$ cat src/rtl/obi_host_master.sv
// Single-outstanding OBI host: one command becomes one OBI transaction. rsp_valid_o follows rvalid_i by one cycle.
// A command is accepted only in IDLE and is not buffered. Each phase gives up after pTIMEOUT cycles and reports an error.
module obi_host_master #(
  parameter int pADDR_WIDTH = 32,
  parameter int pDATA_WIDTH = 32,
  parameter int pTIMEOUT    = 255
) (
  input  logic                     clk,
  input  logic                     reset_i,
  input  logic                     cmd_valid_i,
  input  logic                     cmd_we_i,
  input  logic [pDATA_WIDTH/8-1:0] cmd_be_i,
  input  logic                     cmd_inc_i,
  input  logic [pADDR_WIDTH-1:0]   cmd_addr_i,
  input  logic [pDATA_WIDTH-1:0]   cmd_wdata_i,
  output logic                     cmd_ready_o,
  output logic                     rsp_valid_o,
  output logic                     rsp_err_o,
  output logic [pDATA_WIDTH-1:0]   rsp_rdata_o,
  output logic                     busy_o,
  output logic [15:0]              txn_count_o,
  output logic                     req_o,
  output logic                     we_o,
  output logic [pDATA_WIDTH/8-1:0] be_o,
  output logic [pADDR_WIDTH-1:0]   addr_o,
  output logic [pDATA_WIDTH-1:0]   wdata_o,
  input  logic                     gnt_i,
  input  logic                     rvalid_i,
  input  logic [pDATA_WIDTH-1:0]   rdata_i
);

  typedef enum logic [1:0] {IDLE, REQ, RSP} state_t;

  localparam logic [15:0]            PHASE_LAST = 16'(pTIMEOUT - 1);
  localparam logic [pADDR_WIDTH-1:0] ALIGN_MSK  = {{(pADDR_WIDTH-2){1'b1}}, 2'b00};
  localparam logic [pADDR_WIDTH-1:0] WORD_STEP  = pADDR_WIDTH'(4);

  state_t                   state;
  logic [15:0]              phase_cnt;
  logic [pADDR_WIDTH-1:0]   ptr;
  logic [pADDR_WIDTH-1:0]   next_addr;
  logic                     phase_exp;

  assign next_addr   = (cmd_inc_i ? ptr : cmd_addr_i) & ALIGN_MSK;
  assign phase_exp   = (phase_cnt == PHASE_LAST);
  assign cmd_ready_o = (state == IDLE);
  assign busy_o      = (state != IDLE);

  always_ff @(posedge clk or posedge reset_i) begin
    if (reset_i) begin
      state       <= IDLE;
      phase_cnt   <= '0;
      ptr         <= '0;
      req_o       <= 1'b0;
      we_o        <= 1'b0;
      be_o        <= '0;
      addr_o      <= '0;
      wdata_o     <= '0;
      rsp_valid_o <= 1'b0;
      rsp_err_o   <= 1'b0;
      rsp_rdata_o <= '0;
      txn_count_o <= '0;
    end else begin
      rsp_valid_o <= 1'b0;
      rsp_err_o   <= 1'b0;
      case (state)
        IDLE: begin
          if (cmd_valid_i) begin
            we_o      <= cmd_we_i;
            be_o      <= cmd_be_i;
            wdata_o   <= cmd_wdata_i;
            addr_o    <= next_addr;
            req_o     <= 1'b1;
            phase_cnt <= '0;
            state     <= REQ;
          end
        end
        REQ: begin
          // A grant in the expiry cycle still wins over the timeout.
          if (gnt_i) begin
            req_o     <= 1'b0;
            phase_cnt <= '0;
            state     <= RSP;
          end else if (phase_exp) begin
            req_o       <= 1'b0;
            rsp_valid_o <= 1'b1;
            rsp_err_o   <= 1'b1;
            phase_cnt   <= '0;
            state       <= IDLE;
          end else begin
            phase_cnt <= phase_cnt + 16'd1;
          end
        end
        RSP: begin
          if (rvalid_i) begin
            rsp_valid_o <= 1'b1;
            if (!we_o) rsp_rdata_o <= rdata_i;
            txn_count_o <= txn_count_o + 16'd1;
            ptr         <= addr_o + WORD_STEP;
            phase_cnt   <= '0;
            state       <= IDLE;
          end else if (phase_exp) begin
            rsp_valid_o <= 1'b1;
            rsp_err_o   <= 1'b1;
            phase_cnt   <= '0;
            state       <= IDLE;
          end else begin
            phase_cnt <= phase_cnt + 16'd1;
          end
        end
        default: begin
          req_o     <= 1'b0;
          phase_cnt <= '0;
          state     <= IDLE;
        end
      endcase
    end
  end

endmodule
$ cat config.mk
export PLATFORM = sky130hd
export DESIGN_NAME = obi_host_master
export DESIGN_NICKNAME = d
export VERILOG_FILES = /design/src/rtl/obi_host_master.sv
export SDC_FILE = /design/constraint.sdc
export NUM_CORES = 1
export LEC_CHECK = 0
export CAP_MARGIN = 20
export CORE_ASPECT_RATIO = 2
export CORE_MARGIN = 2
export CORE_UTILIZATION = 45
export CTS_BUF_LIST = sky130_fd_sc_hd__clkbuf_2 sky130_fd_sc_hd__clkbuf_4 sky130_fd_sc_hd__clkbuf_8
export DETAILED_ROUTE_END_ITERATION = 7
export GPL_TIMING_DRIVEN = 0
export HOLD_SLACK_MARGIN = 0.02
export PLACE_DENSITY = 0.73
export SLEW_MARGIN = 20
export SYNTH_ARGS = -nofsm -noshare
export SYNTH_HDL_FRONTEND = slang
export SYNTH_SLANG_ARGS = --single-unit
$ cat constraint.sdc
create_clock -name clk -period 7.1 [get_ports clk]
set_clock_uncertainty 0.15 [all_clocks]
set_input_delay 1.065 -clock clk [delete_from_list [all_inputs] [get_ports clk]]
set_output_delay 1.065 -clock clk [all_outputs]
set_load 0.02 [all_outputs]
==> flow_metrics.env, run 1 <==
export IMPL_status="finished, final reports clean"
export IMPL_overflow=0
export IMPL_yosysMostFrequentCell="dfrtp_1"
export IMPL_cts_buffer_depth=2
export IMPL_clk_pin_slew_ns=0.09
export IMPL_synth_top_cells_by_count="166 x dfrtp_1, 75 x nand2_1, 68 x mux2_2, 60 x o21ai_0, 30 x mux2i_1"
export IMPL_drt_pre_antenna_iters=5
export IMPL_layout_drive_gt1_share=0.122
export IMPL_hold_viol_final=0
export IMPL_pwr_share_comb=0.429
export IMPL_hp_start="ptr[17]$_DFFE_PP0P_"
export IMPL_arrival_ns=1.97
export IMPL_via_per_inst=5.35
export IMPL_rsz0062_at_grt="false"
export IMPL_whs_ns=0.343
export IMPL_fin_setup_tns_ns=0
export IMPL_max_freq_ghz=0.314
export IMPL_synth_warnings=0
export IMPL_p_per_area_nw_per_um2=402
export IMPL_power_switching_mw=1.58
export IMPL_start_kind="flip-flop"
export IMPL_synth_ff_type="dfrtp_1"
export IMPL_antenna_left=0
export IMPL_synth_seq_cells=166
export IMPL_whs_endpoint="ptr[17]$_DFFE_PP0P_"
export IMPL_internal_power_mw=2.65
export IMPL_cts_sinks=166
export IMPL_cts_resized=0
export IMPL_clk_latency_ns=0.46
export IMPL_final_util=0.643
export IMPL_io_buffers=223
export IMPL_core_area_um2=16400
export IMPL_core_rowCount=66
export IMPL_critPathBufInv=2
export IMPL_synth_area_um2=7520
export IMPL_hold_path_class="reg -> reg"
export IMPL_rrSetupSlack_ns=4.55
export IMPL_path_cells="inv_1, ha_1, clkdlybuf4s50_1"
export IMPL_synthToLayoutAreaGrowth_pct=39.7
export IMPL_die_x_um=95.4
export IMPL_cts_buffers=17
export IMPL_drt_drc_violations_left=0
export IMPL_cts_setup_buffers=0
export IMPL_cts_htree_levels=4
export IMPL_cts_tree="done"
export IMPL_die_h_um=187
export IMPL_synth_area_leader_cell="dfrtp_1"
export IMPL_num_antenna_cells=0
export IMPL_ys_types=47
export IMPL_cp_end_kind="output pin"
export IMPL_drt_iter0_markers=269
export IMPL_path_delay_family="buffers and inverters"
export IMPL_synth_area_leaders="dfrtp_1 55%, mux2_2 10%, mux2i_1 4.0%"
export IMPL_final_cells=1128
export IMPL_layout_nets=1026
export IMPL_grt_pass1_vias=6194
export IMPL_synth_top_area_share=0.552
export IMPL_swShare=0.374
export IMPL_slew_headroom=0.467
export IMPL_p_seq_frac=0.388
export IMPL_crit_type="reg -> out"
export IMPL_clockRootBuffer="clkbuf_8"
export IMPL_final_setup_viol_count=0
export IMPL_wl_per_cell_um=17.5
export IMPL_grt_pass1_wl_um=31800
export IMPL_cts_hold_buf=0
export IMPL_dp_cells=1096
export IMPL_synth_edf_count=0
export IMPL_antenna_found_initial=0
export IMPL_maxCapViolations=0
export IMPL_required_ns=5.88
export IMPL_syn_inst=667
export IMPL_gp_congestion=0.826
export IMPL_drv_slew=0
export IMPL_hpwlAfterDp_um=14700
export IMPL_post_route_min_period_ns=3.19
export IMPL_worstReg2RegStart="state[0]$_DFFE_PP0P_"
export IMPL_ir_worst_vdd_uv=301
export IMPL_initial_utilization=0.460
export IMPL_worst_pin_slew_ns=0.800
export IMPL_routed_via_count=6033
export IMPL_r2r_end="addr_o[5]$_DFFE_PP0P_"
export IMPL_pwr_share_clk=0.183
export IMPL_cpPeakStageDelay_ns=0.66
export IMPL_io_pins=229
export IMPL_grt_total_usage=0.231
export IMPL_slowest_stage="clkdlybuf4s50_1"
export IMPL_async_reset_ff_frac=1.00
export IMPL_routed_wl_um=19800
export IMPL_timing_final_crit_share=0.449
export IMPL_yosysSeqAreaShare=0.552
export IMPL_path_max_fanout=7
export IMPL_grt_start_max_net_pins=90
export IMPL_die_area_um2=17800
export IMPL_power_total_mw=4.23
export IMPL_p_leak_nw=4.38
export IMPL_whs_path_depth=2
export IMPL_syn_area_per_cell_um2=11.3
export IMPL_reg2reg_depth=7
[cell families after synthesis]
kind of cell | count (synthesis) | synth area share
simple gates | 202 | 0.140
flops | 166 | 0.552
compound gates | 107 | 0.0815
mux | 99 | 0.143
buf+inv | 49 | 0.0281
xor+xnor | 35 | 0.0408
fa+ha+maj | 8 | 0.0133
other cells | 1 | 0.000499
[power by group through the flow]
stage / registers (mW) / clock network [mW] / logic [mW]
2_1_floorplan: 1.96 / 0 / 0.613
3_3_place_gp: 1.64 / 0 / 1.80
4_1_cts: 1.64 / 0.792 / 1.84
3_5_place_dp: 1.66 / 0 / 1.83
5_1_grt: 1.70 / 0.832 / 1.95
6_report: 1.64 / 0.774 / 1.81
[worst register-to-register path: stages (launching register included)]
cell,delay (ns)
dfrtp_1,0.43
inv_1,0.10
ha_1,0.30
nand2_1,0.37
clkbuf_1,0.47
clkbuf_1,0.44
nand2_1,0.12
o21ai_0,0.10
[cells in the final DEF (no fill, tap or decap), types with 9 or more instances in the layout]
master	instances
clkdlybuf4s50_1	223
dfrtp_1	166
nand2_1	75
mux2_2	68
o21ai_0	60
mux2i_1	30
clkbuf_1	22
nand4_1	22
nor2_1	22
clkbuf_8	21
nand3_1	20
xnor2_1	20
or3_1	17
xor2_1	15
inv_1	13
a31oi_1	12
or4_1	9
[cell type report]
| cell class | instances | area, um2 |
|---|---|---|
| sequential | 166 | 4150 |
| multi-input combinational | 453 | 3160 |
| clock buffer | 22 | 290 |
| clock inverter | 10 | 170 |
| buffer | 35 | 159 |
| fill | 1311 | 5840 |
| tap | 204 | 255 |
| timing repair buffer | 224 | 2260 |
| inverter | 14 | 60.1 |
[worst max path at each step]
stage | start | cells after the start | end
floorplan | reset_i | 1 | addr_o[10]$_DFFE_PP0P_
global placement | reset_i | 2 | wdata_o[22]$_DFFE_PP0P_
detailed placement | rvalid_i | 6 | rsp_rdata_o[0]$_DFFE_PP0P_
CTS | state[0]$_DFFE_PP0P_ | 3 | cmd_ready_o
global route | state[0]$_DFFE_PP0P_ | 3 | cmd_ready_o
finish | state[0]$_DFFE_PP0P_ | 3 | cmd_ready_o
[registers in the layout (all words and copies together), names as in the netlist]
name / count
txn_count_o: 16
rsp_valid_o: 1
wdata_o: 32
state: 2
addr_o: 30
we_o: 1
req_o: 1
ptr: 30
phase_cnt: 16
be_o: 4
rsp_err_o: 1
rsp_rdata_o: 32
[layer usage]
layer  GRT usage  vias up  wire length (um)
li1            -     2859                 -
met3      0.0439       32               849
met1       0.257     2991              7070
met5           0        -                 0
met4      0.0896        0               505
met2       0.421      151             11300
[metrics by stage]
stage                     worst slack, ns  area (um2)
after floorplan                      1.39        7520
after global placement              -1.01       10000
after detailed placement             3.77       10000
after CTS                            3.86       10500
after global routing                 3.81       10500
final                                3.91       10500
No activity file was read; power rests on OpenSTA's default activity.
==> run 2, diff against run 1 <==
- CORE_UTILIZATION: 45 -> 44
- PLACE_DENSITY: 0.73 -> 0.75
- clock period: 7.1 -> 2.8 ns (I/O delays scaled with it)
==> run 2 against run 1 <==
Routed wire length fell by 0.32%. Die area rose by 2.2%. Final cell count rose by 0.71%. Global-route usage fell by 0.70 points. Combinational power rose to 2.5 times the previous value. Non-clock buffer count rose by 4. Critical path type unchanged.
==> flow_metrics.env, run 2 (synthesized netlist as in run 1, its figures left out) <==
export IMPL_status="finished, final reports clean"
export IMPL_cts_hold_buf=0
export IMPL_initial_utilization=0.449
export IMPL_wl_per_cell_um=17.3
export IMPL_cts_tree="done"
export IMPL_die_x_um=96.4
export IMPL_drv_slew=0
export IMPL_path_max_fanout=7
export IMPL_layout_drive_gt1_share=0.126
export IMPL_timing_final_crit_share=0.915
export IMPL_reg2reg_depth=7
export IMPL_final_cells=1136
export IMPL_cp_end_kind="output pin"
export IMPL_fin_setup_tns_ns=0
export IMPL_grt_pass1_vias=6014
export IMPL_mostFrequentLayoutCells="223 x clkdlybuf4s50_1, 166 x dfrtp_1, 75 x nand2_1, 68 x mux2_2, 60 x o21ai_0"
export IMPL_whs_ns=0.144
export IMPL_die_h_um=189
export IMPL_grt_start_max_net_pins=34
export IMPL_cts_buffer_depth=2
export IMPL_clk_latency_ns=0.48
export IMPL_via_per_inst=5.35
export IMPL_r2r_end="addr_o[5]$_DFFE_PP0P_"
export IMPL_grt_pass1_wl_um=31300
export IMPL_drt_drc_violations_left=0
export IMPL_cts_sinks=166
export IMPL_layout_nets=1030
export IMPL_final_setup_viol_count=0
export IMPL_final_common_cell="clkdlybuf4s50_1"
export IMPL_multi_input_comb_area_um2=3160
export IMPL_gp_congestion=0.816
export IMPL_p_per_area_nw_per_um2=1010
export IMPL_antenna_found_initial=1
export IMPL_hpwlAfterDp_um=15100
export IMPL_die_area_um2=18200
export IMPL_rsz0062_at_grt="false"
export IMPL_clockRootBuffer="clkbuf_8"
export IMPL_fill_cells=1411
export IMPL_antenna_left=0
export IMPL_core_rowCount=67
export IMPL_arrival_ns=1.99
export IMPL_grt_total_usage=0.224
export IMPL_io_buffers=223
export IMPL_overflow=0
export IMPL_io_pins=229
export IMPL_max_freq_ghz=0.390
export IMPL_required_ns=2.23
export IMPL_drt_pre_antenna_iters=4
export IMPL_start_kind="flip-flop"
export IMPL_regArea_um2=4150
export IMPL_worst_pin_slew_ns=0.798
export IMPL_cts_resized=0
export IMPL_cts_htree_levels=4
export IMPL_crit_type="reg -> out"
export IMPL_cts_setup_buffers=0
export IMPL_synthToLayoutAreaGrowth_pct=40.2
export IMPL_post_route_min_period_ns=2.56
export IMPL_core_area_um2=16800
export IMPL_hold_path_class="in -> async"
export IMPL_final_util=0.629
export IMPL_p_leak_nw=4.39
export IMPL_routed_wl_um=19700
export IMPL_clk_pin_slew_ns=0.10
export IMPL_slew_headroom=0.468
export IMPL_maxCapViolations=0
export IMPL_rrSetupSlack_ns=0.25
export IMPL_drt_iter0_markers=282
export IMPL_routed_via_count=6073
export IMPL_dp_cells=1103
export IMPL_hold_viol_final=0
export IMPL_reg_top3="rsp_rdata_o (32), wdata_o (32)"
export IMPL_cts_buffers=17
export IMPL_ir_worst_vdd_uv=618
export IMPL_worstReg2RegStart="state[1]$_DFFE_PP0P_"
run 2: how the worst max path moves through the flow:
stage                         start                          end  slack, ns  depth (start not counted)
6_report       state[1]$_DFFE_PP0P_                  cmd_ready_o       0.24                          3
5_1_grt        state[0]$_DFFE_PP0P_  rsp_rdata_o[23]$_DFFE_PP0P_       0.06                          7
4_1_cts        state[1]$_DFFE_PP0P_                  cmd_ready_o       0.23                          3
3_5_place_dp               rvalid_i  rsp_rdata_o[26]$_DFFE_PP0P_       0.13                          6
3_3_place_gp                reset_i   rsp_rdata_o[8]$_DFFE_PP0P_      -1.35                          2
2_1_floorplan               reset_i       addr_o[10]$_DFFE_PP0P_       0.12                          1
run 2: power by group:
part	leakage, nW	switching (mW)	internal (mW)	total (mW)
Sequential	2.07	0.805	3.35	4.16
Combinational	2.11	2.29	2.30	4.59
Clock	0.210	0.982	0.904	1.89
run 2: layout make-up:
| type | instances | area share |
|---|---|---|
| tap | 207 | 0.0246 |
| inverter | 14 | 0.00534 |
| multi-input combinational | 453 | 0.300 |
| sequential | 166 | 0.394 |
| timing repair buffer | 228 | 0.221 |
| clock inverter | 15 | 0.0181 |
| antenna | 1 | 0.000237 |
| clock buffer | 17 | 0.0222 |
| buffer | 35 | 0.0151 |
run 2: worst max-delay path, stage by stage, from the launching register on:
cell and delay (ns):
dfrtp_1 0.44, inv_1 0.12, ha_1 0.31, clkdlybuf4s50_1 0.66
run 2: routing by layer:
metal | GRT usage | part of all wire | vias to the layer above | routed length, um
met1 | 0.247 | 0.36 | 2991 | 7140
met4 | 0.109 | 0.036 | 0 | 712
met2 | 0.402 | 0.56 | 162 | 11100
met5 | 0 | 0 | - | 0
met3 | 0.0378 | 0.038 | 47 | 750
li1 | - | - | 2873 | -
run 2: metrics by stage:
step	power (mW)	area [um2]	setup slack, ns
3_5_place_dp	8.83	10100	0.129
4_1_cts	10.7	10500	0.228
2_1_floorplan	6.52	7530	0.117
5_1_grt	11.2	10500	0.0601
6_report	10.6	10500	0.237
3_3_place_gp	8.70	10000	-1.35
